File: config.mk
export PLATFORM = sky130hd
export DESIGN_NAME = mips_multicycle_control
export DESIGN_NICKNAME = d
export VERILOG_FILES = /design/src/rtl/mips_multicycle_control.sv
export SDC_FILE = /design/constraint.sdc
export NUM_CORES = 1
export LEC_CHECK = 0
export BUFFER_PORTS_ARGS = -buffer_cell sky130_fd_sc_hd__buf_2
export CORE_AREA = 2 2 69 136
export DETAILED_ROUTE_END_ITERATION = 8
export DIE_AREA = 0 0 71 138
export PLACE_DENSITY = 0.44
export SLEW_MARGIN = 20
export SYNTH_ARGS = -nofsm -noshare
export SYNTH_HDL_FRONTEND = slang
export SYNTH_SLANG_ARGS = --single-unit
File: constraint.sdc
create_clock -name clk -period 6.02 [get_ports clk]
set_input_delay 1.806 -clock clk [delete_from_list [all_inputs] [get_ports clk]]
set_output_delay 1.806 -clock clk [all_outputs]
set_load 0.1 [all_outputs]
File: src/rtl/mips_multicycle_control.sv
// -----------------------------------------------------------------------------
// mips_multicycle_control
//
// Purpose:
//   Moore-style control unit for a shared-memory multi-cycle MIPS datapath.
//   It steps R-format, LW, SW, BEQ, J and ORI through fetch, decode, execute,
//   memory and write-back states. Memory states can stall on a ready
//   handshake. A counter tracks retired instructions.
//
// Optional feature (compile-time macro):
//   MC_CTRL_ILLEGAL_TRAP_EN
//     - defined   : an unknown opcode enters TRAP. TRAP drives every control
//                   low, raises illegal_op and holds until rst.
//     - undefined : an unknown opcode retires as a NOP straight from DECODE.
//                   illegal_op is tied low and TRAP is never entered.
//
// Parameters:
//   MEM_WAIT     : 1 = FETCH/MEMRD/MEMWR wait for mem_ready, 0 = never wait
//   RET_W        : width of retire_count
//
// Ports:
//   clk          in   rising-edge clock
//   rst          in   asynchronous active-high reset
//   opcode[5:0]  in   IR[31:26], used in DECODE and MEMADR
//   mem_ready    in   memory access completes this cycle
//   PCWrite, PCWriteCond, IorD, MemRead, MemWrite, IRWrite, MemtoReg,
//   ALUSrcA, RegWrite, RegDst           out  datapath controls
//   PCSource[1:0] out 00 ALU result, 01 ALUOut, 10 jump target
//   ALUSrcB[1:0]  out 00 reg B, 01 const 4, 10 sign-ext imm, 11 imm<<2
//   ALUOp[1:0]    out 00 add, 01 sub, 10 funct field, 11 or
//   state[3:0]    out current state code (debug)
//   instr_retired out one-cycle pulse as an instruction completes
//   retire_count  out retired-instruction count, wraps
//   illegal_op    out trap flag
// -----------------------------------------------------------------------------
module mips_multicycle_control #(
  parameter bit          MEM_WAIT = 1'b1,
  parameter int unsigned RET_W    = 32
) (
  input  logic             clk,
  input  logic             rst,
  input  logic [5:0]       opcode,
  input  logic             mem_ready,
  output logic             PCWrite,
  output logic             PCWriteCond,
  output logic             IorD,
  output logic             MemRead,
  output logic             MemWrite,
  output logic             IRWrite,
  output logic             MemtoReg,
  output logic             ALUSrcA,
  output logic             RegWrite,
  output logic             RegDst,
  output logic [1:0]       PCSource,
  output logic [1:0]       ALUSrcB,
  output logic [1:0]       ALUOp,
  output logic [3:0]       state,
  output logic             instr_retired,
  output logic [RET_W-1:0] retire_count,
  output logic             illegal_op
);

  typedef enum logic [3:0] {
    S_FETCH  = 4'd0,
    S_DECODE = 4'd1,
    S_MEMADR = 4'd2,
    S_MEMRD  = 4'd3,
    S_MEMWB  = 4'd4,
    S_MEMWR  = 4'd5,
    S_EXEC   = 4'd6,
    S_RWB    = 4'd7,
    S_BEQ    = 4'd8,
    S_JUMP   = 4'd9,
    S_ORIEX  = 4'd10,
    S_ORIWB  = 4'd11,
    S_TRAP   = 4'd12
  } state_t;

  localparam logic [5:0] OP_RTYPE = 6'd0;
  localparam logic [5:0] OP_J     = 6'd2;
  localparam logic [5:0] OP_BEQ   = 6'd4;
  localparam logic [5:0] OP_ORI   = 6'd15;
  localparam logic [5:0] OP_LW    = 6'd35;
  localparam logic [5:0] OP_SW    = 6'd43;

  state_t           r_state;
  state_t           w_next;
  logic             w_rdy;
  logic             w_retire;
  logic [RET_W-1:0] r_retire_count;

  // With MEM_WAIT=0 the memory is assumed single-cycle.
  assign w_rdy = MEM_WAIT ? mem_ready : 1'b1;

  // State register.
  always_ff @(posedge clk or posedge rst) begin
    if (rst) begin
      r_state <= S_FETCH;
    end else begin
      r_state <= w_next;
    end
  end

  // Next-state logic and retire pulse. A retire is flagged on every transition
  // back to FETCH that ends an instruction. The FETCH self-loop does not
  // retire, and neither does the recovery path from illegal encodings.
  always_comb begin
    w_next   = r_state;
    w_retire = 1'b0;
    case (r_state)
      S_FETCH: begin
        if (w_rdy) begin
          w_next = S_DECODE;
        end else begin
          w_next = S_FETCH;
        end
      end
      S_DECODE: begin
        case (opcode)
          OP_RTYPE:     w_next = S_EXEC;
          OP_LW, OP_SW: w_next = S_MEMADR;
          OP_BEQ:       w_next = S_BEQ;
          OP_J:         w_next = S_JUMP;
          OP_ORI:       w_next = S_ORIEX;
          default: begin
`ifdef MC_CTRL_ILLEGAL_TRAP_EN
            w_next   = S_TRAP;
`else
            // Unknown opcode retires as a NOP.
            w_next   = S_FETCH;
            w_retire = 1'b1;
`endif
          end
        endcase
      end
      S_MEMADR: begin
        // The IR still holds the instruction, so opcode is valid here.
        if (opcode == OP_LW) begin
          w_next = S_MEMRD;
        end else begin
          w_next = S_MEMWR;
        end
      end
      S_MEMRD: begin
        if (w_rdy) begin
          w_next = S_MEMWB;
        end else begin
          w_next = S_MEMRD;
        end
      end
      S_MEMWR: begin
        if (w_rdy) begin
          w_next   = S_FETCH;
          w_retire = 1'b1;
        end else begin
          w_next   = S_MEMWR;
        end
      end
      S_EXEC:  w_next = S_RWB;
      S_ORIEX: w_next = S_ORIWB;
      S_RWB, S_MEMWB, S_ORIWB, S_BEQ, S_JUMP: begin
        w_next   = S_FETCH;
        w_retire = 1'b1;
      end
      S_TRAP: begin
`ifdef MC_CTRL_ILLEGAL_TRAP_EN
        // Only rst leaves TRAP.
        w_next = S_TRAP;
`else
        w_next = S_FETCH;
`endif
      end
      default: w_next = S_FETCH;
    endcase
  end

  // Moore output decode. Every control starts at 0, and each state raises
  // only the controls it uses.
  always_comb begin
    PCWrite     = 1'b0;
    PCWriteCond = 1'b0;
    IorD        = 1'b0;
    MemRead     = 1'b0;
    MemWrite    = 1'b0;
    IRWrite     = 1'b0;
    MemtoReg    = 1'b0;
    ALUSrcA     = 1'b0;
    RegWrite    = 1'b0;
    RegDst      = 1'b0;
    PCSource    = 2'b00;
    ALUSrcB     = 2'b00;
    ALUOp       = 2'b00;
    case (r_state)
      S_FETCH: begin
        MemRead = 1'b1;
        ALUSrcB = 2'b01;
        // Load the IR and advance the PC only in the cycle the read lands.
        IRWrite = w_rdy;
        PCWrite = w_rdy;
      end
      S_DECODE: begin
        ALUSrcB = 2'b11;
      end
      S_MEMADR: begin
        ALUSrcA = 1'b1;
        ALUSrcB = 2'b10;
      end
      S_MEMRD: begin
        MemRead = 1'b1;
        IorD    = 1'b1;
      end
      S_MEMWB: begin
        RegWrite = 1'b1;
        MemtoReg = 1'b1;
      end
      S_MEMWR: begin
        MemWrite = 1'b1;
        IorD     = 1'b1;
      end
      S_EXEC: begin
        ALUSrcA = 1'b1;
        ALUOp   = 2'b10;
      end
      S_RWB: begin
        RegWrite = 1'b1;
        RegDst   = 1'b1;
      end
      S_BEQ: begin
        ALUSrcA     = 1'b1;
        ALUOp       = 2'b01;
        PCWriteCond = 1'b1;
        PCSource    = 2'b01;
      end
      S_JUMP: begin
        PCWrite  = 1'b1;
        PCSource = 2'b10;
      end
      S_ORIEX: begin
        ALUSrcA = 1'b1;
        ALUSrcB = 2'b10;
        ALUOp   = 2'b11;
      end
      S_ORIWB: begin
        RegWrite = 1'b1;
      end
      default: begin
        PCWrite = 1'b0;
      end
    endcase
  end

  // Retired-instruction counter. It wraps naturally at 2^RET_W.
  always_ff @(posedge clk or posedge rst) begin
    if (rst) begin
      r_retire_count <= '0;
    end else if (w_retire) begin
      r_retire_count <= r_retire_count + RET_W'(1);
    end else begin
      r_retire_count <= r_retire_count;
    end
  end

  assign state         = r_state;
  assign instr_retired = w_retire;
  assign retire_count  = r_retire_count;

`ifdef MC_CTRL_ILLEGAL_TRAP_EN
  assign illegal_op = (r_state == S_TRAP);
`else
  assign illegal_op = 1'b0;
`endif

endmodule

[Word-level counts from Yosys, hierarchy flattened]
Cells that the tools add are included.
Storage, ports and cells
  logic and storage cells: 51
  register bits after elaboration: 36
  input port bits: 9
  output and inout bits: 54
Operators by class
  equality and inequality tests: 16
  muxes and demuxes: 22
  add/subtract/negate cells: 1
  reduce and logical (&&, ||, !) cells: 10
Operators by type and width (count)
  $add A32 B1 Y32 const B: 1
  $pmux W4 S7: 1
  $pmux W4 S5: 1
  $eq A4 B3 Y1 const B: 4
  $eq A4 B4 Y1 const B: 4
  $eq A6 B6 Y1 const B: 2
  $mux W1: 12
  $pmux W2 S3: 2
  $mux W3: 3
  $eq A4 B2 Y1 const B: 2
  $reduce_or A2 Y1: 4
  $eq A6 B2 Y1 const B: 1
  $eq A6 B3 Y1 const B: 1
  $eq A6 B4 Y1 const B: 1
  $logic_not A6 Y1: 1
  $reduce_or A6 Y1: 1
  $reduce_or A5 Y1: 1
  $eq A4 B1 Y1 const B: 1
  $logic_not A4 Y1: 1
  $pmux W2 S2: 1
  $reduce_or A4 Y1: 1
  $pmux W1 S3: 1
  $reduce_or A3 Y1: 1
  $pmux W1 S2: 1

[Longest topological paths before layout]
Gate-level depths: netlist of the first run.
  depth after elaboration: 4
  mapped depth: 7
  depth with buffers taken out: 6

[Least setup slack after synthesis of the first run]
No wires, ideal clock.
  path kind: input -> output
  from: input mem_ready
  to: output PCWrite
  setup slack: -1.299 ns
  cell stages on the path: 3
  arrival time: 5.513 ns
  data required time: 4.214 ns
  buffers on the path: 0
  cell sequence: inv_1 nor4_1 or2_2
On the way
  longest elaborated chain between the ends: 1
Ends and longest elaborated chain
  start, declared: line 43  | input logic mem_ready,
  $pmux W1 S2: line 193  | case (r_state)
  end, declared: line 44  | output logic PCWrite,
No other way between the ends.

[Worst setup path after layout of the first run]
  from: input opcode[5]
  to: output instr_retired
On the way
  longest elaborated chain between the ends: 4
  elaborated cells on any way between the ends: 9
  those cells by class: eq/ne: 5; mux: 2; reduce/logical: 2
Ends and longest elaborated chain
  start, declared: line 42  | input logic [5:0] opcode,
  $eq A6 B6 Y1 (tied with other cells): line 119  | case (opcode)
  $reduce_or A6 Y1 (no source line) *
  $mux W1 *: line 119
  $pmux W1 S3 *: line 110  | case (r_state)
  end, declared: line 58  | output logic instr_retired,
Every way passes the cells marked *; elsewhere a longest branch is shown, timed or not.

==> metrics, run 1 <==
remaining number of nets flagged by the antenna check after routing=0; critical path data arrival time=3.10 ns; number of enable flip-flop cells after synthesis=0; sum of overflow across all layers after global routing=0; area inside the core boundary=8890 µm²; clock-pin slew of the registers on the worst-case setup and hold paths=0.05 ns; number of warnings reported in the yosys synthesis log=0; post-CTS repair timing setup buffer count=0; cell count after synthesis=226; startpoint type of the worst setup path=primary input; number of nets in the finished design=294; maximum number of buffers from clock root to sink=2; worst setup path end=instr_retired; number of optimization iterations in the first detailed-route pass=4; net count after synthesis=236; sequence of cells on the critical path=buf_2 -> nand3b_1 -> a2111o_1 -> o211ai_4 -> inv_4 -> buf_2; proportion of netlist area held by the largest area contributor=42.6%; relative slew slack=44.1%; Critical Path End Type=output port; via count of the first global-routing pass=1851; final setup violating endpoints=0; worst slack at placement=1.10 ns; run status=finished, final reports clean; flip-flop and latch count after synthesis=36; quantity of hold-fixing buffers added after cts=0; worst setup path category=in2out; first element of the critical path=opcode[5]; top cells by area, synth=dfrtp_1, xor2_1, xnor2_1, nand2_1, nor3_1; synth unique cells=46; post-layout worst setup margin=1.12 ns; unrepaired setup endpoints after global routing=no; most instantiated flip-flop cell in the synthesis netlist=dfrtp_1; hpwl dp=4240 µm; via density per instance=4.85; standby leakage power=1.29 nW; final number of hold-violating endpoints=0; worst hold slack across all endpoints=0.484 ns; FF-to-FF Start=state[2]; maximum number of pins on one net before global-route repair=37; fraction of final layout cells with drive strength greater than 1=31.2%; Final Critical Period=4.90 ns; Total Wirelength=5610 µm; CTS resizes=0; Die Y=138 µm; horizontal die dimension=71 µm; Sum Neg Setup Slack=0 ns; Pwr Density=337 nW/µm²; terminus of the critical flop-to-flop path=retire_count[28]; library cell used as clock root buffer=clkbuf_16; Clock Skew=0.00409 ns; Worst IR Drop VDD=0.120 mV; master of the slowest instance on the critical path=a2111o_1; flop-to-flop setup slack=3.71 ns; via total after detailed routing=1878; final worst-path cycle share=81.5%; number of CTS-inserted buffers=5; All-Layer GR Usage=11.9%; count of unresolved DRC violations after routing=0; Worst Reg-to-Reg Cells=6; average instance area after synthesis=9.36 µm²; commonest non-fill, non-tap cells in the layout=buf_2, dfrtp_1, nand2_1; Tightest Hold Check Type=reg2reg; post-synthesis async set-or-reset flop share=100%; ANT cells=0; GP Congestion=0.789; Crit path largest cell delay=0.46 ns; most common library cell in the layout ignoring fill and taps=buf_2; input/output buffers=61; total of max-cap violations=0; clock net sink count=36; number of antenna violations at the first check in global routing=0; wire length of the first global-routing pass=9270 µm; Final Max Tran Viols=0; number of ports placed on the die boundary=63; DRC violation total after the first TritonRoute iteration=69; maximum level of the CTS H-tree=2; netlist area before placement=2110 µm²; clock tree from TritonCTS=done; area growth from synthesis to layout=25.4%; Synth area leader=dfrtp_1; achievable clock frequency=204 MHz; initial cell density of the core=23.8%; FP Rows=49; Worst Tran Pin Value=0.831 ns; Clock Latency Late Sink=0.28 ns; sequential-to-total area share from yosys stat=42.6%; Die Outline Area=9800 µm²; drt wl/cell=14.5 µm; required time at the endpoint of the critical path=4.21 ns; CP Max Fanout=9; critical path's most frequent cell=buf_2
[worst max-delay path, delay by kind of cell]
kind | cells | cell delay, ns
AOI/OAI and AO/OA | 2 | 0.58
buffers and inverters | 3 | 0.52
and+or+nand+nor | 1 | 0.18
[Yosys cell counts (2+ instances only)]
cell	instances
nor4b_2	2
buf_2	3
nand3_1	10
inv_1	10
nand3b_1	2
dfrtp_1	36
buf_6	2
nor4_2	4
nand4_1	9
buf_4	2
o21ai_0	7
nor3_2	2
nand2b_1	3
clkbuf_1	4
a21oi_1	8
xnor2_1	14
or2_2	2
nor4_1	10
and3_1	4
mux2i_1	2
nand2_1	21
nor3_1	14
nor2_1	15
xor2_1	18
[metal layers]
layer | global-route usage, % | routed length (µm)
met4 | 6.26 | 201
met1 | 12.1 | 2030
met5 | 0 | 0
met3 | 2.70 | 304
met2 | 21.9 | 3080
[metrics by stage]
stage	utilization, %	instances	instance area (µm²)	power [W]
after CTS	29.8	387	2650	0.000906
after global placement	28.1	379	2500	0.000639
after floorplan	-	226	2130	0.000587
after detailed placement	28.1	379	2500	0.000642
after global routing	29.8	387	2650	0.000934
final	29.8	387	2650	0.000894
[worst min-delay path by stage]
stage	from	to	slack (ns)	depth (start not counted)
after CTS	retire_count[17]	retire_count[17]	0.49	1
after global placement	retire_count[4]	retire_count[4]	0.47	1
final	retire_count[17]	retire_count[17]	0.48	1
after floorplan	retire_count[1]	retire_count[1]	1.0	2
after detailed placement	retire_count[17]	retire_count[17]	0.48	1
after global routing	retire_count[13]	retire_count[13]	0.51	1
[registers in the layout (all words and copies together), names as in the netlist]
register / flops
retire_count: 32
state: 4
[kinds of logic after synthesis]
kind of cell	Yosys count	synth area share [%]
flip-flops	36	42.6
XOR/XNOR	32	13.3
multiplexers	2	0.947
buffers and inverters	23	5.44
other	1	0.177
AND/OR/NAND/NOR	106	28.6
adder cells (fa/ha/maj)	1	0.592
AO/OA/AOI/OAI	25	8.34
[area by class of cell]
class | instances | area, µm²
sequential | 36 | 901
fill | 943 | 6240
inverter | 11 | 43.8
timing repair buffer | 63 | 320
multi-input combinational | 167 | 1110
clock inverter | 2 | 10.0
clock buffer | 6 | 139
tap | 102 | 128
[where the power goes]
part	switching [W]	internal (W)	leakage, nW	total [W]
logic	0.000281	0.0000580	0.752	0.000339
registers	0.0000322	0.000262	0.466	0.000295
clock network	0.0000973	0.000163	0.0766	0.000260
total	0.000411	0.000483	1.29	0.000894
(Power assumes the default switching activity.)
==> run 2, diff against run 1 <==
Clock period 6.02 ns to 4.6 ns, I/O delays scaled along.
==> run 2 against run 1 <==
  * Global-route usage up 0.27 points
  * Final area up 0.90%
  * Count of clock-buffer cells in the layout unchanged
  * Flip-flop and latch count unchanged
  * Hold slack better by 0.00064 ns
  * Wire length up 2.7%
  * Clock skew up 0.00050 ns
  * Critical path depth unchanged
  * Clock power up 30%
  * Highest routed layer unchanged
==> metrics, run 2 (same netlist as run 1, synthesis figures left out) <==
run status=finished, final reports clean; sequence of cells on the critical path=buf_2 -> nand3b_1 -> a2111o_1 -> o211ai_4 -> inv_4 -> buf_2; worst setup path category=in2out; Finished Core Util=30.1%; ANT cells=0; achievable clock frequency=246 MHz; post-CTS repair timing setup buffer count=0; clock tree from TritonCTS=done; Worst Tran Pin Value=0.961 ns; gr busiest metal=met2; number of antenna violations at the first check in global routing=0; most common library cell in the layout ignoring fill and taps=buf_2; Clock Latency Late Sink=0.28 ns; crit path buf inv count=3; initial cell density of the core=23.8%; critical path's most frequent cell=buf_2; Sum Neg Setup Slack=0 ns; via density per instance=4.91; Total Wirelength=5770 µm; Worst IR Drop VDD=0.250 mV; master of the slowest instance on the critical path=a2111o_1; Crit path largest cell delay=0.47 ns; sum of overflow across all layers after global routing=0; standby leakage power=1.30 nW; number of CTS-inserted buffers=5; clock-pin slew of the registers on the worst-case setup and hold paths=0.05 ns; area growth from synthesis to layout=26.5%; via total after detailed routing=1906; startpoint type of the worst setup path=primary input; GP Congestion=0.723; critical path data arrival time=2.68 ns; number of ports placed on the die boundary=63; drt wl/cell=14.9 µm; Die Outline Area=9800 µm²; horizontal die dimension=71 µm; fraction of final layout cells with drive strength greater than 1=32.2%; Critical Path End Type=output port; met2 Usage GRT=23.2%; Final Critical Period=4.06 ns; via count of the first global-routing pass=1914; commonest non-fill, non-tap cells in the layout=buf_2, dfrtp_1, nand2_1; clock net sink count=36; worst hold slack across all endpoints=0.485 ns; library cell used as clock root buffer=clkbuf_16; Clock Skew=0.00460 ns; flip-flop count of the largest register after layout=32; input/output buffers=61; CP Max Fanout=9; met1 demand-to-capacity share in global routing=12.5%; area inside the core boundary=8890 µm²; FP Rows=49; remaining number of nets flagged by the antenna check after routing=0; Placement Cell Area=2530 µm²; number of optimization iterations in the first detailed-route pass=4; final setup violating endpoints=0; Top Family by Delay on Critical Path=compound AO/OA/AOI/OAI gates; Tightest Hold Check Type=reg2reg; count of unresolved DRC violations after routing=0; DRC violation total after the first TritonRoute iteration=77; Die Y=138 µm; required time at the endpoint of the critical path=3.22 ns; CTS resizes=0; final worst-path cycle share=88.3%; relative slew slack=35.9%; Final Max Tran Viols=0; maximum number of pins on one net before global-route repair=26; wire length of the first global-routing pass=9540 µm; quantity of hold-fixing buffers added after cts=0; number of nets in the finished design=295; maximum number of buffers from clock root to sink=2; Pwr Density=438 nW/µm²; final number of hold-violating endpoints=0; finished layout cell area=2680 µm²; All-Layer GR Usage=12.2%; unrepaired setup endpoints after global routing=no; total of max-cap violations=0; hpwl dp=4360 µm; maximum level of the CTS H-tree=2; grt met3 use=3.06%
[run 2: changes by cell type in the layout (fill, tap and decap cells not counted)]
cell,before,now
buf_4,2,3
nor3_1,13,11
nor3_2,3,4
nor3_4,0,1
[run 2: layer usage]
metal	share of wire, %	vias to the layer above
met2	56	55
met1	38	938
met4	1.7	0
met5	0	-
met3	5.0	6
li1	-	907
[run 2: layout make-up]
type                       count  area [µm²]
tap                          102         128
clock buffer                   6         139
timing repair buffer          64         328
inverter                      11        43.8
fill                         951        6210
multi-input combinational    167        1130
clock inverter                 2        10.0
sequential                    36         901
[run 2: where the power goes]
group	leakage (nW)	switching [W]	internal, W
Clock	0.0766	0.000126	0.000213
Combinational	0.759	0.000371	0.0000764
Sequential	0.466	0.0000415	0.000343
[run 2: path summary, 6_finish.rpt]
path / start / end / slack [ns] / cells past startpoint
min in group asynchronous: rst / retire_count[5] / 1.32 / 2
max in group asynchronous: rst / retire_count[31] / 2.54 / 3
worst min register to register: retire_count[4] / retire_count[4] / 0.49 / 1
worst min-delay path: retire_count[4] / retire_count[4] / 0.49 / 1
worst max-delay path: opcode[5] / instr_retired / 0.54 / 6
worst max register to register: state[2] / retire_count[28] / 2.27 / 6
[run 2: metrics by stage]
stage          total power (W)  instances  setup slack (ns)
2_1_floorplan         0.000770        226            -0.597
3_3_place_gp          0.000838        380             0.550
3_5_place_dp          0.000841        380             0.533
4_1_cts                0.00119        388             0.533
5_1_grt                0.00122        388             0.466
6_report               0.00117        388             0.536
==> run 3, diff against run 2 <==
Settings changed: CORE_AREA 2 2 69 136 to 2 2 63 124, DIE_AREA 0 0 71 138 to 0 0 65 126, PLACE_DENSITY 0.44 to 0.51, TNS_END_PERCENT from default to 1.
==> run 3 against run 2 <==
  * Flip-flop and latch count unchanged
  * Count of clock-buffer cells in the layout is 1 higher
  * Wire length decreased by 3.2%
  * Clock power grew 3%
  * Total power up 0.73%
  * Via count down 1.0%
  * Critical endpoint unchanged
  * Clock skew shrank 0.0021 ns
  * Cell count shrank 3.1%
  * Largest power group unchanged
==> metrics, run 3 (same netlist as run 1, synthesis figures left out) <==
Total Wirelength=5580 µm; most common library cell in the layout ignoring fill and taps=buf_2; achievable clock frequency=246 MHz; final setup violating endpoints=0; Crit path largest cell delay=0.47 ns; number of nets in the finished design=294; total of max-cap violations=0; initial cell density of the core=29.3%; Final Max Tran Viols=0; via density per instance=5.02; Worst Tran Pin Value=0.952 ns; wire length of the first global-routing pass=9140 µm; Final Critical Period=4.07 ns; Die Y=126 µm; drt wl/cell=14.8 µm; hpwl dp=4240 µm; unrepaired setup endpoints after global routing=no; flip-flop count of the largest register after layout=32; relative slew slack=36.5%; fraction of final layout cells with drive strength greater than 1=31.3%; remaining number of nets flagged by the antenna check after routing=0; Clock Latency Late Sink=0.28 ns; ANT cells=0; master of the slowest instance on the critical path=a2111o_1; critical path's most frequent cell=buf_2; Tightest Hold Check Type=reg2reg; All-Layer GR Usage=14.4%; sum of overflow across all layers after global routing=0; DRC violation total after the first TritonRoute iteration=70; critical path data arrival time=2.69 ns; finished layout cell area=2650 µm²; maximum number of buffers from clock root to sink=2; Clock Skew=0.00248 ns; number of CTS-inserted buffers=5; input/output buffers=61; Worst IR Drop VDD=0.194 mV; horizontal die dimension=65 µm; Placement Cell Area=2490 µm²; final worst-path cycle share=88.5%; standby leakage power=1.30 nW; library cell used as clock root buffer=clkbuf_16; GP Congestion=0.860; worst hold stages=1; Finished Core Util=36.7%; sequence of cells on the critical path=buf_2 -> nand3b_1 -> a2111o_1 -> o211ai_4 -> inv_4 -> buf_2; FP Rows=44; count of unresolved DRC violations after routing=0; number of antenna violations at the first check in global routing=0; Die Outline Area=8190 µm²; quantity of hold-fixing buffers added after cts=0; area growth from synthesis to layout=25.2%; worst slack at placement=0.520 ns; CTS resizes=0; area inside the core boundary=7210 µm²; number of optimization iterations in the first detailed-route pass=4; commonest non-fill, non-tap cells in the layout=buf_2, dfrtp_1, nand2_1; required time at the endpoint of the critical path=3.22 ns; cell count after placement=369; maximum number of pins on one net before global-route repair=26; Critical Path End Type=output port; post-layout worst setup margin=0.528 ns; worst hold slack across all endpoints=0.477 ns; startpoint type of the worst setup path=primary input; via count of the first global-routing pass=1840; run status=finished, final reports clean; non-filler cells in the finished layout=376; clock-pin slew of the registers on the worst-case setup and hold paths=0.05 ns; clock net sink count=36; clock tree from TritonCTS=done; CP Max Fanout=9; Pwr Density=446 nW/µm²; final number of hold-violating endpoints=0; maximum level of the CTS H-tree=2; worst setup path category=in2out; Worst Reg-to-Reg Cells=6; post-CTS repair timing setup buffer count=0; number of ports placed on the die boundary=63; via total after detailed routing=1886
## run 3: cell count changes in the layout (fill, tap and decap cells not counted)
cell / before / now
nor3_4: 1 / 0
clkbuf_8: 1 / 2
nor3_1: 11 / 12
buf_4: 3 / 2
clkinv_2: 2 / 0
## run 3: path summary, 6_finish.rpt
path                                  start          endpoint  slack, ns
max                               opcode[5]     instr_retired       0.53
min                        retire_count[31]  retire_count[31]       0.48
max reg2reg                        state[2]  retire_count[29]       2.27
min reg2reg                retire_count[31]  retire_count[31]       0.48
max in group asynchronous               rst  retire_count[29]       2.56
min in group asynchronous               rst   retire_count[8]       1.31
## run 3: cell type report
type | count | area (µm²)
clock buffer | 7 | 153
fill | 750 | 4560
inverter | 11 | 43.8
multi-input combinational | 167 | 1110
sequential | 36 | 901
tap | 92 | 115
timing repair buffer | 63 | 320
## run 3: layer usage
layer  track usage (%)  up-vias  part of all wire [%]
li1                  -      900                     -
met1              15.0      920                    38
met2              26.3       57                    54
met3              3.04        9                   4.8
met4              7.51        0                   3.1
met5                 0        -                     0
## run 3: power by group
group / switching [W] / total, W / internal (W)
Clock: 0.000122 / 0.000349 / 0.000227
Combinational: 0.000369 / 0.000444 / 0.0000759
Sequential: 0.0000428 / 0.000386 / 0.000344
## run 3: worst max-delay path: cells and delay by family
kind,cells,cell delay [ns]
AOI/OAI and AO/OA,2,0.59
and+or+nand+nor,1,0.19
buffers and inverters,3,0.53
## run 3: through the flow
step | setup TNS [ns] | power [W]
finish | 0 | 0.00118
global route | 0 | 0.00123
CTS | 0 | 0.00119
detailed placement | 0 | 0.000839
global placement | 0 | 0.000837
floorplan | -1.06 | 0.000768
